### src/rtl/load_store_unit.sv
// Load/store unit: aligns core loads/stores onto a word-wide bus,
// stalling the pipeline until bus_ack or a timeout fault.
module load_store_unit #(
  parameter int TIMEOUT_CYCLES = 255
) (
  input  logic        clk,
  input  logic        reset,
  input  logic        memread,
  input  logic        memwrite,
  input  logic [1:0]  size,
  input  logic        unsigned_ld,
  input  logic [31:0] addr,
  input  logic [31:0] wdata,
  output logic [31:0] rdata,
  output logic        stall,
  output logic        fault,
  output logic        bus_req,
  output logic        bus_we,
  output logic [31:0] bus_addr,
  output logic [3:0]  bus_be,
  output logic [31:0] bus_wdata,
  input  logic [31:0] bus_rdata,
  input  logic        bus_ack
);

  typedef enum logic [1:0] {IDLE, ACCESS, DONE} state_t;

  localparam logic [9:0] TO_LAST = 10'(TIMEOUT_CYCLES - 1);

  state_t      r_state, w_next;
  logic [9:0]  r_cnt;
  logic [1:0]  r_lane, r_size;
  logic        r_uns, r_we;
  logic [3:0]  r_be;
  logic [31:0] r_baddr, r_bwdata, r_rdata;

  logic        w_req, w_misalign, w_legal, w_illegal, w_timeout;
  logic [3:0]  w_be;
  logic [31:0] w_bwdata, w_sh, w_ld;

  assign w_req      = memread ^ memwrite;
  assign w_misalign = (size == 2'b11)
                    | ((size == 2'b01) & addr[0])
                    | ((size == 2'b10) & (addr[1:0] != 2'b00));
  assign w_legal    = w_req & ~w_misalign;
  assign w_illegal  = (memread & memwrite) | (w_req & w_misalign);
  assign w_timeout  = (r_state == ACCESS) & ~bus_ack & (r_cnt == TO_LAST);

  always_comb begin
    w_be     = 4'b0000;
    w_bwdata = wdata;
    unique case (size)
      2'b00: begin
        w_be     = 4'b0001 << addr[1:0];
        w_bwdata = {4{wdata[7:0]}};
      end
      2'b01: begin
        w_be     = addr[1] ? 4'b1100 : 4'b0011;
        w_bwdata = {2{wdata[15:0]}};
      end
      2'b10: w_be = 4'b1111;
      default: w_be = 4'b0000;
    endcase
  end

  // Shift the addressed lane down to bit 0, then extend.
  assign w_sh = bus_rdata >> {r_lane, 3'b000};

  always_comb begin
    w_ld = w_sh;
    unique case (r_size)
      2'b00: w_ld = {{24{~r_uns & w_sh[7]}}, w_sh[7:0]};
      2'b01: w_ld = {{16{~r_uns & w_sh[15]}}, w_sh[15:0]};
      default: w_ld = w_sh;
    endcase
  end

  always_comb begin
    w_next = r_state;
    stall  = 1'b0;
    fault  = 1'b0;
    unique case (r_state)
      IDLE: begin
        if (w_legal) begin
          stall  = 1'b1;
          w_next = ACCESS;
        end else if (w_illegal) begin
          fault = 1'b1;
        end
      end
      ACCESS: begin
        stall = 1'b1;
        if (bus_ack) begin
          w_next = DONE;
        end else if (w_timeout) begin
          fault  = 1'b1;
          w_next = DONE;
        end
      end
      DONE:    w_next = IDLE;
      default: w_next = IDLE;
    endcase
  end

  always_ff @(posedge clk) begin
    if (reset) begin
      r_state  <= IDLE;
      r_cnt    <= '0;
      r_lane   <= '0;
      r_size   <= '0;
      r_uns    <= 1'b0;
      r_we     <= 1'b0;
      r_be     <= '0;
      r_baddr  <= '0;
      r_bwdata <= '0;
      r_rdata  <= '0;
    end else begin
      r_state <= w_next;
      if (r_state == IDLE) begin
        if (w_legal) begin
          r_cnt    <= '0;
          r_lane   <= addr[1:0];
          r_size   <= size;
          r_uns    <= unsigned_ld;
          r_we     <= memwrite;
          r_be     <= w_be;
          r_baddr  <= {addr[31:2], 2'b00};
          r_bwdata <= w_bwdata;
        end else if (w_illegal) begin
          r_rdata <= '0;
        end
      end else if (r_state == ACCESS) begin
        if (bus_ack) begin
          if (!r_we) r_rdata <= w_ld;
        end else if (w_timeout) begin
          r_rdata <= '0;
        end else begin
          r_cnt <= r_cnt + 10'd1;
        end
      end
    end
  end

  assign rdata     = r_rdata;
  assign bus_req   = (r_state == ACCESS);
  assign bus_we    = r_we;
  assign bus_be    = r_be;
  assign bus_addr  = r_baddr;
  assign bus_wdata = r_bwdata;

endmodule

### config.mk
export PLATFORM = sky130hd
export DESIGN_NAME = load_store_unit
export DESIGN_NICKNAME = d
export VERILOG_FILES = /design/src/rtl/load_store_unit.sv
export SDC_FILE = /design/constraint.sdc
export NUM_CORES = 1
export LEC_CHECK = 0
export ABC_AREA = 1
export CAP_MARGIN = 20
export CELL_PAD_IN_SITES_DETAIL_PLACEMENT = 1
export CELL_PAD_IN_SITES_GLOBAL_PLACEMENT = 1
export CORE_MARGIN = 3
export CORE_UTILIZATION = 27
export CTS_CLUSTER_SIZE = 40
export DETAILED_ROUTE_END_ITERATION = 12
export PLACE_DENSITY_LB_ADDON = 0.1
export SLEW_MARGIN = 10
export SYNTH_ARGS = -nofsm -noshare
export SYNTH_HDL_FRONTEND = slang
export SYNTH_SLANG_ARGS = --single-unit
### constraint.sdc
create_clock -name clk -period 2.4 [get_ports clk]
set_input_delay 0.72 -clock clk [delete_from_list [all_inputs] [get_ports clk]]
set_output_delay 0.72 -clock clk [all_outputs]
set_load 0.005 [all_outputs]
==> out/results.txt, run 1 <==
Status = completed
Buf/Inv on CP = 3
Worst-path cell chain = clkdlybuf4s15_2 > ha_4 > inv_2 > nor2_1 > nor3_2 > nor2_1 > nor2_1 > buf_2
P_leak = 3.49 nW
Worst EP required = 1680 ps
Int Pwr = 4.51 mW
Largest net degree at the start of global routing = 48
Post-synth top area share = 42.8%
Yosys reg bits = 116
Critical Path Fanout Max = 3
Clock group share of total power = 43.5%
Post-Synth Adder-Cell Area = 0.691%
Worst Setup SP = memread
Gr usage total = 19.2%
Compound-Gate Fraction of Synth Area = 18.8%
Final worst setup slack = 16.7 ps
Layout Nets = 1,139
Syn avg cell area = 6.76 um^2
HP Class = reg -> reg
Synthesized area = 0.00543 mm^2
Iter 0 DRT Violations = 241
Ports = 208
Sequential fraction of design power = 34.4%
CTS tree = yes
Row Count = 51
DRC = 0
Sw Ratio = 27.9%
Worst Path Class, Setup = in -> out
Post-layout total power = 6.25 mW
First-pass GRT wire length = 33.6 mm
Hold slack = 461 ps
CP top delay family = buffers and inverters
Fmax achieved = 0.420 GHz
Worst r2r src = r_cnt[0]
Psw = 1.74 mW
Endpoint class of the critical path = output pin
Yosys warns = 0
Clk slew on worst S/H paths = 50 ps
Final Hold Viols = 0
Via-per-instance ratio = 4.61
Post-DP HPWL = 15.3 mm
Die ar. = 0.0219 mm^2
DR pass1 iterations = 4
Area Overhead vs Synth = 61.2%
Longest Clk Path Bufs = 2
Slowest stage cell, crit path = ha_4
DR vias = 6,034
Clock Tree Root = clkbuf_16
H-tree depth = 4
Number of global-route vias before repair = 6,140
Largest family of logic cells by synthesized area = simple AND/OR/NAND/NOR gates
Max-Cap Viols = 0
Top area cells in the synthesized netlist = dfxtp_1 (43%), nand2_1 (13%), a21oi_1 (8.5%), nor2_1 (8.4%), o21ai_0 (7.3%)
Crit share post-route = 99.3%
TritonCTS Buffers = 17
Core area = 0.0196 mm^2
Startpoint Class = primary input
Filler cells = 2,428
Layout cells sized above 1 = 12.0%
HP Start = rdata[30]
Sequential share of the synthesized area = 42.8%
Least-Margin Pin Slew = 581 ps
Worst path max stage delay = 290 ps
CTS Sinks = 116
Gr ovfl total = 0
Slew Limit Fails = 0
Drt wl/cell = 16.4 um
Clk Latency, worst-skew pair = 410 ps
Routed wire length = 21.5 mm
Yosys cell types = 35
Simple-Gate Fraction of Synth Area = 28.4%
Min cycle time layout = 2380 ps
Antenna violations before repair = 0
Slew HR = 61.3%
Cell Pwr Density = 714 mW/mm^2
Worst Path Arrival = 1660 ps
ANT cells = 0
Worst Clk Skew = 8.58 ps
RSZ-0062 raised after global routing = true
Gate power share = 22.1%
Post-synthesis mux area share = 0.553%
Gpl congestion = 0.782
Synthesized instance count = 803
XOR/XNOR share of the synthesized area = 0.161%
DP Worst Slack = -826 ps
CTS Hold Bufs = 0
Max VDD drop = 0.523 mV
Starting Density = 27.7%
Setup-failing EPs final = 0
Die height = 148 um
IO Port Bufs = 205
Post-route ant nets = 0
Leading area contributor after synthesis = dfxtp_1
Worst path most repeated cell = nor2_1
Die width = 148 um
path summary, 6_finish.rpt:
check	end	depth (start not counted)	slack, ps
worst max-delay path	fault	8	20
worst min-delay path	rdata[30]	2	460
worst max register to register	rdata[19]	15	240
worst min register to register	rdata[30]	2	460
what timing repair did:
item                                    CTS  global route
pin swaps                                 7             5
setup buffers                             4             0
resized for setup                        44             9
endpoints found under the setup margin   38             1
flip-flops by register name (all words and copies together) (netlist names):
| signal | flops |
|---|---|
| bus_addr | 30 |
| bus_be | 4 |
| bus_wdata | 32 |
| bus_we | 1 |
| r_cnt | 10 |
| r_lane | 2 |
| r_size | 2 |
| r_state | 2 |
| r_uns | 1 |
| rdata | 32 |
metal layers:
metal  track usage [%]  wire (um)  vias to the layer above
met2              32.2      10200                      145
met5                 0          0                        -
met1              25.0       9720                     2805
met4              3.46        101                        0
met3              5.52       1420                        8
li1                  -          -                     3076
area by class of cell:
type                       count  area (um^2)  share of cell area, %
clock buffer                  18          439                   5.02
clock inverter                13          183                   2.09
inverter                      59          221                   2.53
multi-input combinational    577         2730                   31.1
sequential                   116         2320                   26.5
tap                          265          332                   3.79
timing repair buffer         261         2530                   28.9
Yosys cell counts, drive strengths merged:
master  instances
and2            1
a21oi          92
ha              3
o21a            1
buf            23
nand3          35
xor2            1
clkbuf         29
dfxtp         116
inv            56
o22ai           8
nand2         186
nand4          14
nor2          126
or2             4
o21ai          81
conb            1
nor3            4
clkinv          3
mux2i           3
a31oi          11
nor3b           1
o211ai          4
worst register-to-register path, stage by stage (launching register included):
cell and delay (ps):
dfxtp_1 330, inv_2 70, ha_1 140, inv_1 50
nor2_2 90, nand3_2 130, nor2_4 130, buf_4 110
buf_4 90, nor2_1 40, buf_4 140, nor2_4 180
nand2_4 90, buf_12 180, a21oi_1 240, nor2_1 70
placed cells by master (no fill, tap or decap), types with 3 or more instances in the layout:
master             n
or2_2              3
buf_6              3
dfxtp_1          115
inv_1             52
buf_2              5
nand2_1          182
clkinv_4           3
nor3_1             3
nand3_1           32
nor2_2             4
bufinv_16          4
clkdlybuf4s50_1  196
nand4_1           13
inv_2              5
nor2_4             3
mux2i_1            3
buf_12             6
clkinv_2           4
nand3_2            3
buf_4             49
o211ai_1           4
a31oi_1           11
o22ai_1            8
clkbuf_16         17
nor2_1           119
a21oi_1           91
o21ai_0           79
through the flow:
step           TNS [ps]  util, %  cells  cell area, um^2
5_1_grt           -57.2     44.7   1309             8750
6_report              0     44.7   1309             8750
3_5_place_dp     -34680     41.1   1274             8040
2_1_floorplan         0        -    804             5450
4_1_cts               0     44.5   1309             8730
3_3_place_gp     -31830     41.1   1274             8040
power by group through the flow:
| stage | clock (mW) | combinational (mW) | sequential (mW) |
|---|---|---|---|
| 2_1_floorplan | 0 | 0.611 | 2.19 |
| 3_3_place_gp | 0 | 1.36 | 2.19 |
| 3_5_place_dp | 0 | 1.37 | 2.19 |
| 4_1_cts | 2.78 | 1.39 | 2.15 |
| 5_1_grt | 2.87 | 1.53 | 2.17 |
| 6_report | 2.72 | 1.38 | 2.15 |
kinds of logic (layout without fill, tap and decap cells):
| family | count (synthesis) | in the layout |
|---|---|---|
| adders and majority gates | 3 | 3 |
| and+or+nand+nor | 371 | 371 |
| other | 1 | 2 |
| AOI/OAI and AO/OA | 197 | 197 |
| buffers and inverters | 111 | 351 |
| xor gates and xnor gates | 1 | 1 |
| muxes | 3 | 3 |
| DFF | 116 | 116 |
Power figures use the tool's default switching activity.
==> run 2: changes to the inputs <==
--- a/config.mk
+++ b/config.mk
@@ -9,6 +9,7 @@
 export CAP_MARGIN = 20
 export CELL_PAD_IN_SITES_DETAIL_PLACEMENT = 1
 export CELL_PAD_IN_SITES_GLOBAL_PLACEMENT = 1
+export CORE_ASPECT_RATIO = 0.6
 export CORE_MARGIN = 3
 export CORE_UTILIZATION = 27
 export CTS_CLUSTER_SIZE = 40
==> run 2 against run 1 <==
Design area grew 0.56%. First-iteration DRC count grew 48%. Setup slack gained 42 ps. Final cell count grew 0.46%. Maximum frequency grew 1.8%. Register-to-register slack gained 100 ps. Worst hold slack gained 2.9 ps. Die area grew 0.26%. Sequential power is essentially flat.
==> out/results.txt, run 2 (synthesis gave the netlist of run 1 again) <==
Status = completed (unchanged)
Max-Cap Viols = 0 (unchanged)
RSZ-0062 raised after global routing = true (unchanged)
Clock group share of total power = 44.1% (was 43.5%)
CTS tree = yes (unchanged)
Gr ovfl total = 0 (unchanged)
Final Hold Viols = 0 (unchanged)
Clock Tree Root = clkbuf_16 (unchanged)
TritonCTS Buffers = 17 (unchanged)
Worst EP required = 1680 ps (about the same)
HP Class = reg -> reg (unchanged)
Routed wire length = 22.6 mm (was 21.5 mm)
Min cycle time layout = 2340 ps (was 2380 ps)
Endpoint class of the critical path = output pin (unchanged)
Die width = 189 um (was 148 um)
Worst Hold End = rdata[5] (was rdata[30])
Largest net degree at the start of global routing = 48 (unchanged)
Ports = 208 (unchanged)
Worst Path Arrival = 1620 ps (was 1660 ps)
CTS Sinks = 116 (unchanged)
First-pass GRT wire length = 35.0 mm (was 33.6 mm)
Worst Path Class, Setup = in -> out (unchanged)
Sw Ratio = 28.0% (was 27.9%)
R2R depth = 15 (unchanged)
Clk Latency, worst-skew pair = 420 ps (was 410 ps)
Max VDD drop = 0.509 mV (was 0.523 mV)
H-tree depth = 4 (unchanged)
Worst R2R Setup Slack = 340 ps (was 240 ps)
Worst path max stage delay = 250 ps (was 290 ps)
HP Start = rdata[5] (was rdata[30])
Drt wl/cell = 17.2 um (was 16.4 um)
Worst Clk Skew = 7.06 ps (was 8.58 ps)
Worst-path cell chain = buf_6 > ha_4 > inv_2 > nor2_2 > nor3_2 > nor2_1 > nor2_1 > buf_2 (was clkdlybuf4s15_2 > ha_4 > inv_2 > nor2_1 > nor3_2 > nor2_1 > nor2_1 > buf_2)
Gate power share = 21.9% (was 22.1%)
ANT cells = 0 (unchanged)
Longest Clk Path Bufs = 2 (unchanged)
Area Overhead vs Synth = 62.1% (was 61.2%)
Post-route ant nets = 0 (unchanged)
Iter 0 DRT Violations = 356 (was 241)
Cell Pwr Density = 721 mW/mm^2 (was 714 mW/mm^2)
Final worst setup slack = 59.2 ps (was 16.7 ps)
Layout cells sized above 1 = 13.1% (was 12.0%)
Int Pwr = 4.57 mW (was 4.51 mW)
Sequential fraction of design power = 34.0% (was 34.4%)
Via-per-instance ratio = 4.68 (was 4.61)
Slew Limit Fails = 0 (unchanged)
P_leak = 3.51 nW (was 3.49 nW)
Gr usage total = 20.8% (was 19.2%)
Core area = 0.0194 mm^2 (was 0.0196 mm^2)
Number of global-route vias before repair = 6,101 (was 6,140)
Layout Nets = 1,143 (was 1,139)
Gpl congestion = 0.842 (was 0.782)
Worst path most repeated cell = nor2_1 (unchanged)
Slowest stage cell, crit path = ha_4 (unchanged)
Post-DP HPWL = 16.7 mm (was 15.3 mm)
Antenna violations before repair = 0 (unchanged)
Startpoint Class = primary input (unchanged)
Setup-failing EPs final = 0 (unchanged)
Most frequent cells in the layout = clkdlybuf4s50_1 (195), nand2_1 (182), nor2_1 (116), dfxtp_1 (114), a21oi_1 (91) (was clkdlybuf4s50_1 (196), nand2_1 (182), nor2_1 (119), dfxtp_1 (115), a21oi_1 (91))
Die height = 116 um (was 148 um)
Least-Margin Pin Slew = 573 ps (was 581 ps)
DR vias = 6,151 (was 6,034)
Fmax achieved = 0.427 GHz (was 0.420 GHz)
Post-layout total power = 6.34 mW (was 6.25 mW)
DRC = 0 (unchanged)
Worst r2r src = r_cnt[0] (unchanged)
Critical Path Fanout Max = 3 (unchanged)
Commonest non-fill, non-tap cell in the layout = clkdlybuf4s50_1 (unchanged)
DP Worst Slack = -872 ps (was -826 ps)
Psw = 1.78 mW (was 1.74 mW)
Clk slew on worst S/H paths = 50 ps (about the same)
Die ar. = 0.0219 mm^2 (about the same)
Starting Density = 28.0% (was 27.7%)
DR pass1 iterations = 4 (unchanged)
CTS Hold Bufs = 0 (unchanged)
Row Count = 39 (was 51)
RR Endpoint = rdata[27] (was rdata[19])
IO Port Bufs = 205 (unchanged)
Hold path depth = 2 (unchanged)
Crit share post-route = 97.5% (was 99.3%)
Slew HR = 61.8% (was 61.3%)
Final Core Density = 45.4% (was 44.7%)
run 2: cell count changes in the layout (fill, tap and decap cells not counted), sizes merged:
cell and delta:
dlymetal6s2s +1, clkdlybuf4s15 -2, clkinvlp +1, clkinv -2, buf +5, clkdlybuf4s50 -1, clkbuf +3
run 2: power by group through the flow:
| stage | registers, mW | clock network (mW) | logic (mW) |
|---|---|---|---|
| 2_1_floorplan | 2.19 | 0 | 0.611 |
| 3_3_place_gp | 2.19 | 0 | 1.36 |
| 3_5_place_dp | 2.20 | 0 | 1.37 |
| 4_1_cts | 2.16 | 2.86 | 1.39 |
| 5_1_grt | 2.18 | 2.95 | 1.54 |
| 6_report | 2.16 | 2.80 | 1.39 |
run 2: worst max-delay path by stage:
stage / start / endpoint
6_report: memread / fault
5_1_grt: r_cnt[0] / fault
4_1_cts: bus_ack / fault
3_5_place_dp: memread / fault
3_3_place_gp: memread / fault
2_1_floorplan: memread / stall
run 2: critical path, delay by kind of cell:
kind,cells,cell delay (ps)
buf+inv,3,300
fa+ha+maj,1,250
simple gates,4,360
run 2: layout make-up:
cell class / count / area (um^2)
fill: 2395 / 10600
multi-input combinational: 577 / 2750
timing repair buffer: 265 / 2530
sequential: 116 / 2320
clock buffer: 20 / 467
tap: 266 / 333
inverter: 59 / 221
clock inverter: 12 / 176
run 2: routing by layer:
layer / vias to the layer above / GRT usage, % / routed length (um)
li1: 3085 / - / -
met3: 14 / 6.17 / 1570
met2: 179 / 28.8 / 8880
met1: 2873 / 31.3 / 12000
met4: 0 / 4.91 / 196
met5: - / 0 / 0
run 2: repair_timing:
action	in CTS	in global routing
setup buffers	5	5
resized for setup	42	19
endpoints found under the setup margin	41	2
pin swaps	9	10
run 2: per-stage QoR:
step           area (um^2)  hold WS (ps)  TNS [ps]  instances
2_1_floorplan         5450           437         0        804
3_3_place_gp          8020           453    -37120       1273
3_5_place_dp          8020           456    -39790       1273
4_1_cts               8740           466         0       1310
5_1_grt               8800           485     -53.5       1315
6_report              8800           464         0       1315
==> run 3: changes to the inputs <==
--- a/config.mk
+++ b/config.mk
@@ -15,6 +15,7 @@
 export CTS_CLUSTER_SIZE = 40
 export DETAILED_ROUTE_END_ITERATION = 12
 export PLACE_DENSITY_LB_ADDON = 0.1
+export SKIP_CTS_REPAIR_TIMING = 1
 export SLEW_MARGIN = 10
 export SYNTH_ARGS = -nofsm -noshare
 export SYNTH_HDL_FRONTEND = slang
==> run 3 against run 2 <==
Routed wire length decreased by 0.30%. Combinational power about the same. Final cell count decreased by 0.38%. Total power about the same. First-iteration DRC count decreased by 8.4%. Largest cell class unchanged. Sequential share of layout area about the same. Clock skew about the same. Largest power group unchanged. Die area unchanged. Sequential power about the same.
==> out/results.txt, run 3 (synthesis gave the netlist of run 1 again) <==
Crit share post-route = 100% (was 97.5%)
Antenna violations before repair = 0 (unchanged)
CTS Sinks = 116 (unchanged)
HP Start = rdata[5] (unchanged)
Post-placement cell area = 0.00802 mm^2 (unchanged)
Most frequent cells in the layout = clkdlybuf4s50_1 (195), nand2_1 (182), nor2_1 (117), dfxtp_1 (115), a21oi_1 (91) (was clkdlybuf4s50_1 (195), nand2_1 (182), nor2_1 (116), dfxtp_1 (114), a21oi_1 (91))
Post-DP HPWL = 16.7 mm (unchanged)
Routed wire length = 22.5 mm (was 22.6 mm)
Largest net degree at the start of global routing = 48 (unchanged)
Slew Limit Fails = 0 (unchanged)
Max VDD drop = 0.509 mV (about the same)
Final worst setup slack = 0.461 ps (was 59.2 ps)
Ports = 208 (unchanged)
Worst EP required = 1680 ps (about the same)
Starting Density = 28.0% (unchanged)
Longest Clk Path Bufs = 2 (unchanged)
Status = completed (unchanged)
Core area = 0.0194 mm^2 (unchanged)
Worst Setup SP = addr[0] (was memread)
Setup-failing EPs final = 0 (unchanged)
Slew HR = 62.5% (was 61.8%)
Commonest non-fill, non-tap cell in the layout = clkdlybuf4s50_1 (unchanged)
HP Class = reg -> reg (unchanged)
Worst Clk Skew = 7.20 ps (was 7.06 ps)
IO Port Bufs = 205 (unchanged)
P_leak = 3.51 nW (about the same)
Hold slack = 464 ps (about the same)
Number of global-route vias before repair = 6,041 (was 6,101)
Min cycle time layout = 2400 ps (was 2340 ps)
H-tree depth = 4 (unchanged)
# placed instances = 1,273 (unchanged)
Post-layout total power = 6.34 mW (about the same)
Area Overhead vs Synth = 61.9% (was 62.1%)
Cell Count, Final, Fillers Out = 1,310 (was 1,315)
RSZ-0062 raised after global routing = true (unchanged)
Endpoint class of the critical path = output pin (unchanged)
DRC = 0 (unchanged)
Startpoint Class = primary input (unchanged)
DR pass1 iterations = 4 (unchanged)
Worst-path cell chain = buf_2 > o21ai_4 > nand2_2 > a21oi_4 > nor3_2 > nor2_1 > nor2_1 > buf_2 (was buf_6 > ha_4 > inv_2 > nor2_2 > nor3_2 > nor2_1 > nor2_1 > buf_2)
Gr ovfl total = 0 (unchanged)
Clk Latency, worst-skew pair = 430 ps (was 420 ps)
Die ar. = 0.0219 mm^2 (unchanged)
Setup TNS = 0 ps (unchanged)
Clock Tree Root = clkbuf_16 (unchanged)
Max-Cap Viols = 0 (unchanged)
Layout cells sized above 1 = 12.1% (was 13.1%)
Least-Margin Pin Slew = 561 ps (was 573 ps)
Gpl congestion = 0.842 (unchanged)
Worst path max stage delay = 200 ps (was 250 ps)
Worst Path Class, Setup = in -> out (unchanged)
CTS tree = yes (unchanged)
Die height = 116 um (unchanged)
Drt wl/cell = 17.2 um (about the same)
Critical Path Fanout Max = 3 (unchanged)
Row Count = 39 (unchanged)
Worst r2r src = r_cnt[0] (unchanged)
DR vias = 6,131 (was 6,151)
Iter 0 DRT Violations = 326 (was 356)
Cell area after layout = 0.00879 mm^2 (was 0.00880 mm^2)
Final Core Density = 45.4% (about the same)
Clk slew on worst S/H paths = 50 ps (about the same)
Fmax achieved = 0.417 GHz (was 0.427 GHz)
Layout Nets = 1,138 (was 1,143)
CP top delay family = compound AO/OA/AOI/OAI gates (was simple AND/OR/NAND/NOR gates)
Cell Pwr Density = 721 mW/mm^2 (about the same)
ANT cells = 0 (unchanged)
First-pass GRT wire length = 34.7 mm (was 35.0 mm)
Worst Path Arrival = 1680 ps (was 1620 ps)
Die width = 189 um (unchanged)
TritonCTS Buffers = 17 (unchanged)
Via-per-instance ratio = 4.68 (about the same)
Slowest stage cell, crit path = o21ai_4 (was ha_4)
Final Hold Viols = 0 (unchanged)
Post-route ant nets = 0 (unchanged)
DP Worst Slack = -872 ps (unchanged)
Buf/Inv on CP = 2 (was 3)
Gr usage total = 20.6% (was 20.8%)
[run 3: where the power goes]
part / leakage, nW / internal [mW] / switching [mW]
registers: 0.948 / 2.07 / 0.0878
clock network: 0.312 / 1.82 / 0.976
logic: 2.25 / 0.676 / 0.710
total: 3.51 / 4.57 / 1.77
[run 3: path summary, 6_finish.rpt]
path / end / slack (ps) / cells after the start
worst min register to register: rdata[5] / 460 / 2
worst min-delay path: rdata[5] / 460 / 2
worst max register to register: rdata[27] / 400 / 14
worst max-delay path: fault / 0.5 / 8
[run 3: layer usage]
| metal | routed length [um] | up-vias | GRT usage, % | share of wire [%] |
|---|---|---|---|---|
| met5 | 0 | - | 0 | 0 |
| met4 | 198 | 0 | 4.91 | 0.88 |
| met3 | 1590 | 13 | 6.17 | 7.0 |
| met2 | 8780 | 175 | 28.2 | 39 |
| met1 | 12000 | 2872 | 31.1 | 53 |
| li1 | - | 3071 | - | - |
[run 3: worst min-delay path, cell delays in order, from the launching register on]
cell and delay [ps]:
dfxtp_1 300, nand2_1 60, a21oi_1 50
[run 3: cell type report]
cell class	count	area [um^2]
fill	2387	10600
multi-input combinational	577	2760
timing repair buffer	260	2520
sequential	116	2320
clock buffer	20	467
tap	266	333
inverter	59	221
clock inverter	12	176
